===== src/rtl/loop_sequencer.sv =====
// Loop iteration sequencer.
// Takes a trip count and a direction on a start pulse and then presents one
// index per accepted valid/ready handshake, counting up (0 .. trip-1) or
// down (trip-1 .. 0). The final index is flagged with last, and a one-cycle
// done pulse follows completion. A trip of zero skips straight to done.
//
//   state  | meaning
//   -------+-------------------------------------------------------------
//   S_IDLE | waiting for start; no index presented
//   S_RUN  | index presented on idx/idx_valid, advancing on each transfer
//   S_DONE | single-cycle completion; done pulses, start is ignored
module loop_sequencer #(
   parameter int unsigned WIDTH = 8
) (
   input  logic             clk,
   input  logic             rst_n,
   input  logic             start,
   input  logic [WIDTH-1:0] trip,
   input  logic             dir,
   input  logic             abort,
   output logic [WIDTH-1:0] idx,
   output logic             idx_valid,
   input  logic             idx_ready,
   output logic             last,
   output logic             busy,
   output logic             done
);

   typedef enum logic [1:0] {
      S_IDLE = 2'd0,
      S_RUN  = 2'd1,
      S_DONE = 2'd2
   } state_t;

   state_t           state_q;
   logic [WIDTH-1:0] idx_q;
   logic [WIDTH-1:0] trip_q;
   logic             dir_q;
   logic             valid_q;
   logic             busy_q;
   logic             done_q;

   logic [WIDTH-1:0] term;
   logic [WIDTH-1:0] idx_d;
   logic [WIDTH-1:0] first_d;
   logic             at_term;
   logic             xfer;

   // Terminal compare on the latched loop, next index and the starting index
   // derived from the live start inputs.
   always_comb begin
      term    = trip_q - WIDTH'(1);
      at_term = dir_q ? (idx_q == '0) : (idx_q == term);
      idx_d   = dir_q ? (idx_q - WIDTH'(1)) : (idx_q + WIDTH'(1));
      first_d = dir ? (trip - WIDTH'(1)) : '0;
      xfer    = valid_q & idx_ready;
   end

   // Sequencer FSM with registered status outputs.
   always_ff @(posedge clk or negedge rst_n) begin
      if (!rst_n) begin
         state_q <= S_IDLE;
         idx_q   <= '0;
         trip_q  <= '0;
         dir_q   <= 1'b0;
         valid_q <= 1'b0;
         busy_q  <= 1'b0;
         done_q  <= 1'b0;
      end else begin
         case (state_q)
            S_IDLE: begin
               done_q <= 1'b0;
               if (start) begin
                  busy_q <= 1'b1;
                  if (trip != '0) begin
                     trip_q  <= trip;
                     dir_q   <= dir;
                     idx_q   <= first_d;
                     valid_q <= 1'b1;
                     state_q <= S_RUN;
                  end else begin
                     // empty loop: report completion without any index
                     done_q  <= 1'b1;
                     state_q <= S_DONE;
                  end
               end
            end
            S_RUN: begin
               if (abort) begin
                  // a transfer in this cycle still lands downstream, but the
                  // loop is abandoned without a done pulse
                  valid_q <= 1'b0;
                  busy_q  <= 1'b0;
                  state_q <= S_IDLE;
               end else if (xfer) begin
                  if (at_term) begin
                     valid_q <= 1'b0;
                     done_q  <= 1'b1;
                     state_q <= S_DONE;
                  end else begin
                     idx_q <= idx_d;
                  end
               end
            end
            S_DONE: begin
               done_q  <= 1'b0;
               busy_q  <= 1'b0;
               state_q <= S_IDLE;
            end
            default: begin
               valid_q <= 1'b0;
               busy_q  <= 1'b0;
               done_q  <= 1'b0;
               state_q <= S_IDLE;
            end
         endcase
      end
   end

   assign idx       = idx_q;
   assign idx_valid = valid_q;
   assign last      = valid_q & at_term;
   assign busy      = busy_q;
   assign done      = done_q;

endmodule


===== config.mk =====
export PLATFORM = sky130hd
export DESIGN_NAME = loop_sequencer
export DESIGN_NICKNAME = d
export VERILOG_FILES = /design/src/rtl/loop_sequencer.sv
export SDC_FILE = /design/constraint.sdc
export NUM_CORES = 1
export LEC_CHECK = 0
export CAP_MARGIN = 10
export CORE_UTILIZATION = 48
export DETAILED_ROUTE_END_ITERATION = 16
export HOLD_SLACK_MARGIN = 0.03
export PLACE_DENSITY = 0.87
export SLEW_MARGIN = 20
export SYNTH_ARGS = -nofsm -noshare
export SYNTH_HDL_FRONTEND = slang
export SYNTH_SLANG_ARGS = --single-unit

===== constraint.sdc =====
create_clock -name clk -period 2.15 [get_ports clk]
set_input_delay 0.3225 -clock clk [delete_from_list [all_inputs] [get_ports clk]]
set_output_delay 0.3225 -clock clk [all_outputs]
set_load 0.01 [all_outputs]

==> flow_summary.ini <==
[outcome]
status = finished with violations
violations = setup timing

[critical_path]
end_kind = primary output
critPathBufInv = 1
cpPeakStageDelay_ns = 0.56
cp_top_family = simple AND/OR/NAND/NOR gates
cp_slowest_cell = or4_4
critPathRequiredTime_ns = 1.83
worst_ep_arrival_time_ns = 2.19
ff2ff_setup_slack_ns = -0.03
path_max_fanout = 2
crit_type = reg -> out
startpoint_type = flip-flop
cp_cell_sequence = nor4_2, nand2_1, xnor2_1, or4_4, a21oi_2, buf_2

[yosys]
netlist-cell-type-count = 45
netlist_area_um2 = 1613
syn_nets = 206
synthCells = 183
synth_warnings = 0
seq_area_frac_synth_pct = 34.13
synth-seq-cells = 22
syn_avg_cell_area_um2 = 8.813

[sta]
rsz0062_at_grt = true
fin_crit_ns = 2.508
slew-limit-headroom_pct = 70.61
whs_ns = 0.3632
fin_worst_skew_ns = 0.002844
finalSetupViolCount = 3
fmax_mhz = 398.8
final_max_slew_viol_count = 0
worst_pin_slew_ns = 0.4408
fin_ws_ns = -0.3575
period_share_pct = 116.6
hold_viol = 0

[detailed_routing]
wl_met3_um = 173
first_pass_iters = 4
dr.max_layer_used = met4
wl_per_cell_um = 15.68
dr_wl_met2_um = 2421
drcViolationCount = 0
ant_nets = 0
dr.first_iter.drc_count = 76
wl_met1_um = 1984
wl_um = 4641
vias = 1642
via_per_inst = 5.547

[placement]
io_buffers = 25
placed_area_um2 = 2190
gp_congestion = 0.9211
hpwl_um = 3333
place_ws_ns = -0.4669

[clock_tree]
cts_buffer_depth = 2
clock_latency_ns = 0.30
cts_hold_buf = 0
clk_pin_slew_ns = 0.11
cts_num_sinks = 22
tritoncts = built
cts_root_buffer = clkbuf_4
cts_inserted_buffers = 3
h-tree-depth = 1

[final_layout]
mostFrequentLayoutCells = 40 x buf_4, 24 x clkdlybuf4s50_1, 20 x dfrtp_1
num-nets-final = 277
multi_input_area_um2 = 1074
area_growth_pct = 46.47
num_antenna_cells = 0
seqCellArea_um2 = 553.0
layout_commonest_cell = buf_4
design_area_um2 = 2362
n_fill_cell = 224
drive_gt1_share_pct = 30.56

[floorplanning]
initial_core_util_pct = 51.56
core.rowCount = 20
die_h_um = 59.97
fp.dieArea_um2 = 3596
core-area_um2 = 3128
die_w_um = 59.97
boundaryPins = 26

[global_routing]
grt_pass1_vias = 1600
grt_pass1_wl_um = 7086
grt_util_all_layers_pct = 27.11
antenna_found_initial = 0
grt_max_degree = 23
grt_overflow = 0

[flow_run]
maxCapViolCount = 0

[power_and_ir_drop]
p_per_area_nw_per_um2 = 1132
p_leak_uw = 0.001052
ir_drop_mv = 0.6846

[worst_hold_path]
hold_class = in -> async
==> final timing paths <==
check | startpoint | endpoint | cells past startpoint
setup / recovery | trip_q[5] | last | 6
hold reg to reg | trip_q[6] | trip_q[6] | 1
min in group clk | trip_q[6] | trip_q[6] | 1
hold / removal | rst_n | trip_q[0] | 2
setup reg to reg | trip_q[2] | idx[0] | 9
max in group asynchronous | rst_n | idx[2] | 2
==> layout make-up <==
class                      count  area share [%]
clock buffer                   3          0.9534
multi-input combinational    143           45.44
timing repair buffer          69           25.37
inverter                      15           2.489
sequential                    22           23.41
tap                           44           2.331
==> stage by stage <==
| stage | TNS, ns | utilization, % | instances | power [uW] |
|---|---|---|---|---|
| finish | -0.4055 | 75.52 | 296 | 2674 |
| global route | -1.058 | 75.52 | 296 | 2879 |
| CTS | -0.3174 | 72.80 | 293 | 2534 |
| detailed placement | -2.282 | 70.00 | 285 | 2247 |
| global placement | -2.045 | 70.00 | 285 | 2194 |
| floorplan | 0 | - | 183 | 1584 |
==> repair_timing <==
action | in CTS | in global routing
setup buffers | 5 | 3
pin swaps | 7 | 6
gates resized for setup | 14 | 18
setup endpoints to repair | 6 | 13
==> routing by layer <==
metal  vias up  GRT usage [%]
met2        43          47.30
met5         -              0
li1        795              -
met1       798          33.93
met4         0          10.63
met3         6          3.247
==> logic make-up (layout without fill, tap and decap cells) <==
family,Yosys count,in the layout,share of synthesized area (%)
buffers and inverters,18,87,4.422
AO/OA/AOI/OAI,47,47,18.93
XOR/XNOR,19,19,10.32
multiplexers,7,7,4.887
AND/OR/NAND/NOR,61,61,19.86
adder cells (fa/ha/maj),9,9,7.448
flip-flops,22,22,34.14
==> report_power, final <==
part           switching [uW]  leakage (uW)  internal (uW)
Combinational             867      0.000776            947
Sequential                132      0.000262            545
Clock                     117     0.0000138           65.4
==> synth_stat cells (all sizes together) <==
master	instances	area [um^2]
nand4	2	12.51
and3	3	18.77
mux2	7	78.82
a2bb2oi	1	8.760
o211ai	1	7.510
o31a	1	8.760
or4	1	11.26
inv	15	56.30
nand2b	5	31.28
nand3	2	10.01
or2	2	12.52
o211a	1	10.01
o221ai	3	26.28
o21a	4	30.03
a31oi	1	6.260
o31ai	1	7.510
a21oi	14	73.82
a311oi	1	8.760
a31o	1	8.760
nor2	13	48.80
nor2b	2	12.51
ha	8	100.1
a21o	1	7.510
fa	1	20.02
buf	3	15.01
nand3b	3	22.52
dfrtp	22	550.5
xor2	10	87.58
a22o	1	8.760
or3b	1	8.760
o21ai	13	65.06
nand4b	1	8.760
o32ai	1	8.760
xnor2	9	78.83
nor3	10	55.05
a221o	1	10.01
nor4	2	12.51
o41ai	1	8.760
nand2	14	55.06
==> sequential cells by signal, indices dropped and copies added (netlist names) <==
register / cells
busy: 1
dir_q: 1
done: 1
idx: 8
idx_valid: 1
state_q: 2
trip_q: 8
(Power assumes the default switching activity.)
